--- src/rtl/mic_pkg.sv ---
// Shared types for the mic front-end: complex FFT bin, bin power, and the
// frame size / peripheral count defaults also used by the direction calculator.
package mic_pkg;

  typedef struct packed {
    logic signed [15:0] re;
    logic signed [15:0] im;
  } cplx_t;

  typedef logic [32:0] pow_t;

  localparam int unsigned FFT_SIZE_DEF   = 1024;
  localparam int unsigned NUM_PERIPH_DEF = 3;

  typedef enum logic {
    SLOT_EMPTY = 1'b0,
    SLOT_FULL  = 1'b1
  } slot_state_t;

endpackage

--- src/rtl/complex_pow_sq.sv ---
// One registered stage computing re^2 + im^2 of a complex bin as an unsigned
// 33-bit power; operands are sign-extended first so (-32768)^2 stays exact.
module complex_pow_sq
  import mic_pkg::*;
(
  input  logic  clk_in,
  input  logic  rst_in_n,
  input  cplx_t i_val,
  output pow_t  o_pow
);

  logic signed [31:0] w_re;
  logic signed [31:0] w_im;
  logic signed [31:0] w_re_sq;
  logic signed [31:0] w_im_sq;
  pow_t               r_pow;

  assign w_re    = {{16{i_val.re[15]}}, i_val.re};
  assign w_im    = {{16{i_val.im[15]}}, i_val.im};
  assign w_re_sq = w_re * w_re;
  assign w_im_sq = w_im * w_im;

  always_ff @(posedge clk_in or negedge rst_in_n) begin
    if (!rst_in_n) r_pow <= '0;
    else           r_pow <= {1'b0, w_re_sq} + {1'b0, w_im_sq};
  end

  assign o_pow = r_pow;

endmodule

--- src/rtl/fft_peak_bin_capture.sv ---
// Finds the peak-power central-mic bin of each FFT frame and presents all mics'
// values at that bin as one held snapshot.  Slot: EMPTY = none held | FULL = presented.
module fft_peak_bin_capture
  import mic_pkg::*;
#(
  parameter  int unsigned NUM_PERIPH = NUM_PERIPH_DEF,
  parameter  int unsigned FFT_SIZE   = FFT_SIZE_DEF,
  parameter  int unsigned BIN_LO     = 1,
  parameter  int unsigned BIN_HI     = FFT_SIZE / 2 - 1,
  parameter  pow_t        MAG_MIN    = '0,
  localparam int unsigned BW         = $clog2(FFT_SIZE)
) (
  input  logic                       clk_in,
  input  logic                       rst_in_n,
  input  logic [31:0]                central_tdata,
  input  logic [NUM_PERIPH-1:0][31:0] periph_tdata,
  input  logic                       in_tvalid,
  input  logic                       in_tlast,
  output logic                       in_tready,
  output logic [31:0]                central_mic,
  output logic [NUM_PERIPH-1:0][31:0] peripheral_mics,
  output logic [BW-1:0]              peak_bin,
  output pow_t                       peak_pow,
  output logic                       out_valid,
  input  logic                       out_ready,
  output logic                       overflow,
  output logic                       frame_error
);

  localparam logic [BW-1:0] LAST_BIN = BW'(FFT_SIZE - 1);
  localparam logic [BW-1:0] LO_BIN   = BW'(BIN_LO);
  localparam logic [BW-1:0] HI_BIN   = BW'(BIN_HI);

  logic [BW-1:0] r_bin_cnt;
  logic          w_at_last;

  assign in_tready = 1'b1;
  assign w_at_last = (r_bin_cnt == LAST_BIN);

  always_ff @(posedge clk_in or negedge rst_in_n) begin
    if (!rst_in_n)      r_bin_cnt <= '0;
    else if (in_tvalid) r_bin_cnt <= (in_tlast || w_at_last) ? '0 : r_bin_cnt + 1'b1;
  end

  // Stage 1: registered beat alongside the registered power
  logic                        r_s1_valid, r_s1_end, r_s1_err;
  logic [BW-1:0]               r_s1_bin;
  logic [31:0]                 r_s1_central;
  logic [NUM_PERIPH-1:0][31:0] r_s1_periph;
  pow_t                        w_s1_pow;

  complex_pow_sq u_pow (
    .clk_in   (clk_in),
    .rst_in_n (rst_in_n),
    .i_val    (cplx_t'(central_tdata)),
    .o_pow    (w_s1_pow)
  );

  always_ff @(posedge clk_in or negedge rst_in_n) begin
    if (!rst_in_n) begin
      r_s1_valid   <= 1'b0;
      r_s1_end     <= 1'b0;
      r_s1_err     <= 1'b0;
      r_s1_bin     <= '0;
      r_s1_central <= '0;
      r_s1_periph  <= '0;
    end else begin
      r_s1_valid   <= in_tvalid;
      r_s1_end     <= in_tvalid && in_tlast && w_at_last;
      r_s1_err     <= in_tvalid && (in_tlast ^ w_at_last);
      r_s1_bin     <= r_bin_cnt;
      r_s1_central <= central_tdata;
      r_s1_periph  <= periph_tdata;
    end
  end

  // Stage 2: best candidate; a frame boundary one stage ahead zeroes the baseline
  logic                        r_s2_end, r_s2_err;
  pow_t                        r_best_pow;
  logic [BW-1:0]               r_best_bin;
  logic [31:0]                 r_best_central;
  logic [NUM_PERIPH-1:0][31:0] r_best_periph;
  pow_t                        w_base_pow;
  logic                        w_take;
  logic                        w_commit;

  assign w_base_pow = (r_s2_end || r_s2_err) ? '0 : r_best_pow;
  assign w_take     = r_s1_valid && !r_s1_err && (r_s1_bin >= LO_BIN) &&
                      (r_s1_bin <= HI_BIN) && (w_s1_pow > w_base_pow);
  assign w_commit   = r_s2_end && (r_best_pow > MAG_MIN);

  always_ff @(posedge clk_in or negedge rst_in_n) begin
    if (!rst_in_n) begin
      r_s2_end       <= 1'b0;
      r_s2_err       <= 1'b0;
      r_best_pow     <= '0;
      r_best_bin     <= '0;
      r_best_central <= '0;
      r_best_periph  <= '0;
    end else begin
      r_s2_end <= r_s1_end;
      r_s2_err <= r_s1_err;
      if (w_take) begin
        r_best_pow     <= w_s1_pow;
        r_best_bin     <= r_s1_bin;
        r_best_central <= r_s1_central;
        r_best_periph  <= r_s1_periph;
      end else if (r_s2_end || r_s2_err) begin
        r_best_pow <= '0;
      end
    end
  end

  slot_state_t r_state, w_state_nxt;
  logic        w_accept, w_load, w_ovf;

  always_comb begin
    w_state_nxt = r_state;
    w_load      = 1'b0;
    w_ovf       = 1'b0;
    w_accept    = (r_state == SLOT_FULL) && out_ready;
    case (r_state)
      SLOT_EMPTY: begin
        if (w_commit) begin
          w_state_nxt = SLOT_FULL;
          w_load      = 1'b1;
        end
      end
      SLOT_FULL: begin
        if (w_commit) begin
          if (w_accept) w_load = 1'b1;
          else          w_ovf  = 1'b1;
        end else if (w_accept) begin
          w_state_nxt = SLOT_EMPTY;
        end
      end
      default: w_state_nxt = SLOT_EMPTY;
    endcase
  end

  logic [31:0]                 r_out_central;
  logic [NUM_PERIPH-1:0][31:0] r_out_periph;
  logic [BW-1:0]               r_out_bin;
  pow_t                        r_out_pow;
  logic                        r_overflow, r_frame_error;

  always_ff @(posedge clk_in or negedge rst_in_n) begin
    if (!rst_in_n) begin
      r_state       <= SLOT_EMPTY;
      r_out_central <= '0;
      r_out_periph  <= '0;
      r_out_bin     <= '0;
      r_out_pow     <= '0;
      r_overflow    <= 1'b0;
      r_frame_error <= 1'b0;
    end else begin
      r_state       <= w_state_nxt;
      r_overflow    <= w_ovf;
      r_frame_error <= r_s2_err;
      if (w_load) begin
        r_out_central <= r_best_central;
        r_out_periph  <= r_best_periph;
        r_out_bin     <= r_best_bin;
        r_out_pow     <= r_best_pow;
      end
    end
  end

  assign out_valid       = (r_state == SLOT_FULL);
  assign central_mic     = r_out_central;
  assign peripheral_mics = r_out_periph;
  assign peak_bin        = r_out_bin;
  assign peak_pow        = r_out_pow;
  assign overflow        = r_overflow;
  assign frame_error     = r_frame_error;

endmodule

--- config.mk ---
export PLATFORM = sky130hd
export DESIGN_NAME = fft_peak_bin_capture
export DESIGN_NICKNAME = d
export VERILOG_FILES = /design/src/rtl/mic_pkg.sv /design/src/rtl/complex_pow_sq.sv /design/src/rtl/fft_peak_bin_capture.sv
export SDC_FILE = /design/constraint.sdc
export NUM_CORES = 2
export LEC_CHECK = 0
export BUFFER_PORTS_ARGS = -buffer_cell sky130_fd_sc_hd__buf_2
export CAP_MARGIN = 20
export CORE_MARGIN = 2
export CORE_UTILIZATION = 30
export CTS_BUF_LIST = sky130_fd_sc_hd__clkbuf_8 sky130_fd_sc_hd__clkbuf_16
export DETAILED_ROUTE_END_ITERATION = 12
export HOLD_SLACK_MARGIN = 0.1
export SLEW_MARGIN = 20
export SYNTH_ARGS = -nofsm -noshare
export SYNTH_HDL_FRONTEND = slang
export SYNTH_HIERARCHICAL = 1
export SYNTH_SLANG_ARGS = --single-unit
--- constraint.sdc ---
create_clock -name clk_in -period 3 [get_ports clk_in]
set_clock_uncertainty 0.2 [all_clocks]
set_input_delay 0.45 -clock clk_in [delete_from_list [all_inputs] [get_ports clk_in]]
set_output_delay 0.45 -clock clk_in [all_outputs]
set_load 0.05 [all_outputs]
==> out/results.ini <==
[floorplanning]
die_outline_area_um2 = 131600
fp.dieH_um = 362.7
design.core.area_um2 = 127700
die_width_um = 362.7
floorplan.io_pins = 308
floorplan.rows = 131
start_util_pct = 30.24

[sta]
slew_headroom_pct = 58.98
setup_violations = 362
final-hold-violation-count = 0
final.setup.tns_ns = -198.84
final-max-slew-violation-count = 0
post-route-period-util_pct = 232.3
fmax_mhz = 143.5
rsz0062_at_grt = yes
setup_ws_ns = -3.968
layout_min_cycle_time_ns = 6.968
worst-slew-pin-transition_ns = 0.6154

[final_layout]
num-fill-cells = 11901
final_net_count = 5260
postLayoutCoreUtil_pct = 41.64
area.growth.synth_to_final_pct = 37.73
finish.instance_area_um2 = 53170
drive_gt1_share_pct = 37.85

[worst_setup_path]
timing.critical_path.arrival_ns = 7.24
reg2reg_to = r_best_central[1]$_DFFE_PN0P_
critical_path.max_fanout = 10
r2r_setup_slack_ns = -0.61
critPathLaunch = central_tdata[22]
critical_path.endpoint = u_pow/o_pow[27]$_DFF_PN0_
cp_data_required_time_ns = 3.27
critical-path-top-cell-by-count = sky130_fd_sc_hd__fa_1
worst-r2r-cell-count = 14
start_kind = input pin
critical_path.slowest_cell = sky130_fd_sc_hd__fa_1
critical_path.max_stage_delay_ns = 0.54
timing.setup.critical_path_class = input pin to flip-flop
setup.worst_path.end_class = flip-flop
worstReg2RegStart = r_s2_err$_DFF_PN0_

[placement]
dpl-instance-area_um2 = 47230
pre_cts_ws_ns = -4.841
buffer_ports.inserted = 306
detailed_placement_hpwl_mm = 75.20
finalWeightedCongestion = 0.8549

[route]
wl_met1_mm = 42.12
ant_nets = 0
route.detailed.vias_per_inst = 4.415
drcViolationCount = 0
wl_met2_mm = 50.07
met3RoutedLength_mm = 3.325
detailedRoute.firstIterationViolations = 1238
drt_pre_antenna_iters = 7
routed_wirelength_mm = 97.44
detail_route.wl_per_cell_um = 15.94
vias = 26982
highest_layer = met5

[global_routing]
global_route.usage.total_pct = 14.49
pin_count_of_the_biggest_net_entering_global_routing = 79
grt_antenna_before_repair = 5
grt_remaining_overflow = 0
via_count_of_the_first_global_routing_pass = 29243
grt_pass1_wl_mm = 153.8

[synth]
synth_top_area_share_pct = 34.42
yosys.area.top_type = sky130_fd_sc_hd__dfrtp_1
netlist-cell-type-count = 79
ys_warn_count = 6
ys_seq_elements = 531
synth_async_sr_flop_share_pct = 100.0
yosys-top-cells-area = sky130_fd_sc_hd__dfrtp_1 34%, sky130_fd_sc_hd__fa_1 25%, sky130_fd_sc_hd__ha_1 7.8%
synthesized_nets = 4199
ys_top_cells_by_count = 674 x sky130_fd_sc_hd__inv_1, 531 x sky130_fd_sc_hd__dfrtp_1, 476 x sky130_fd_sc_hd__fa_1, 260 x sky130_fd_sc_hd__nand2_1, 241 x sky130_fd_sc_hd__ha_1
synth_enable_flop_cells = 0
synth_most_common_cell = sky130_fd_sc_hd__inv_1
synth_ff_type = sky130_fd_sc_hd__dfrtp_1
synthesis.area_um2 = 38610
synth_seq_area_share_pct = 34.42
mapped_avg_cell_area_um2 = 11.53
post_synth_inst_count = 3349

[flow_run]
maxCapViolCount = 0

[clock_network]
cts_sinks = 531
cts_max_level = 2
clk_path_buf_depth = 3
cts_root_buffer = sky130_fd_sc_hd__clkbuf_16
cts_made_buffers = 53
clk_pin_slew_worst_paths_ns = 0.06
clock_tree_from_tritoncts = built
clkLatencyLatePin_ns = 0.59

[status]
outcome = finished, violations left
violations = negative setup slack

[min_path]
hold_path_class = input pin to flip-flop

==> routing by layer <==
layer	vias to the layer above	track usage [%]
met5	-	0
met4	2	2.986
met3	118	1.654
met2	443	26.33
met1	13719	18.45
li1	12700	-
==> flip-flops by register name, summed over array words and instances, names as in the netlist, 10 cells and up <==
name and flops:
peak_bin 10, r_s1_bin 10, r_best_bin 10, r_s1_periph 96
r_best_periph 96, peak_pow 33, peripheral_mics 96, u_pow/o_pow 33
r_best_central 32, r_best_pow 33, r_bin_cnt 10, central_mic 32
r_s1_central 32
==> cell usage in the layout (no fill, tap or decap), drive strengths merged, types with 26 or more instances in the layout <==
master       netlist  final
buf               40    964
inv              674    682
dfrtp            531    531
fa               476    476
mux2             311    311
nand2            261    261
ha               241    241
dlygate4sd3        0    126
nor2             115    115
a21oi             85     85
and2              82     82
xnor2             79     79
clkbuf            53     69
o21ai             58     58
o22ai             34     34
nor3              26     26
==> logic make-up (layout without fill, tap and decap cells) <==
family,after synthesis,after routing,synth area share (%)
AO/OA/AOI/OAI,299,299,5.124
XOR/XNOR,101,101,2.291
adder cells (fa/ha/maj),717,717,32.49
buffers and inverters,768,1868,8.102
flip-flops,531,531,34.42
multiplexers,314,314,10.02
other,1,2,0.009714
AND/OR/NAND/NOR,618,618,7.535
==> area by class of cell <==
class | instances | area [um2] | area share, %
inverters | 675 | 2541 | 4.779
clock buffers | 60 | 1434 | 2.697
diodes | 1 | 2.502 | 0.004706
repair buffers | 1099 | 8881 | 16.70
multi-input cells | 2050 | 24510 | 46.10
clock inverters | 34 | 432.9 | 0.8142
flip-flops and latches | 531 | 13290 | 25.00
well taps | 1662 | 2079 | 3.911
==> through the flow <==
stage | hold slack (ns) | std cells
2_1_floorplan | -0.04559 | 3349
3_3_place_gp | 0.1338 | 5820
3_5_place_dp | 0.1433 | 5820
5_1_grt | 0.1023 | 6111
4_1_cts | 0.1040 | 6076
6_report | 0.1223 | 6112
==> timing repair <==
action,4_1_cts,5_1_grt
cloned,2,8
gates resized for setup,270,204
hold buffers,126,0
pin swaps,110,91
setup buffers,37,31
setup endpoints to repair,362,371
hold endpoints to repair,268,0
==> critical path: cells and delay by family <==
family / cells / cell delay [ns]
AO/OA/AOI/OAI: 8 / 1.43
AND/OR/NAND/NOR: 5 / 0.76
buffers and inverters: 8 / 0.74
XOR/XNOR: 1 / 0.27
adder cells (fa/ha/maj): 8 / 3.55
==> worst min path at each step <==
stage / start / to / slack, ns / cells past startpoint
floorplan: rst_in_n / central_mic[0]$_DFFE_PN0P_ / -0.05 / 0
global route: central_tdata[27] / r_s1_central[27]$_DFF_PN0_ / 0.10 / 3
detailed placement: r_s1_end$_DFF_PN0_ / r_s2_end$_DFF_PN0_ / 0.14 / 0
CTS: central_tdata[16] / r_s1_central[16]$_DFF_PN0_ / 0.10 / 3
global placement: r_s1_end$_DFF_PN0_ / r_s2_end$_DFF_PN0_ / 0.13 / 0
finish: central_tdata[24] / r_s1_central[24]$_DFF_PN0_ / 0.12 / 3
Power is left out: the tool's default activity adds up to more than one toggle a clock period on the data nets, which glitch-free logic cannot reach.
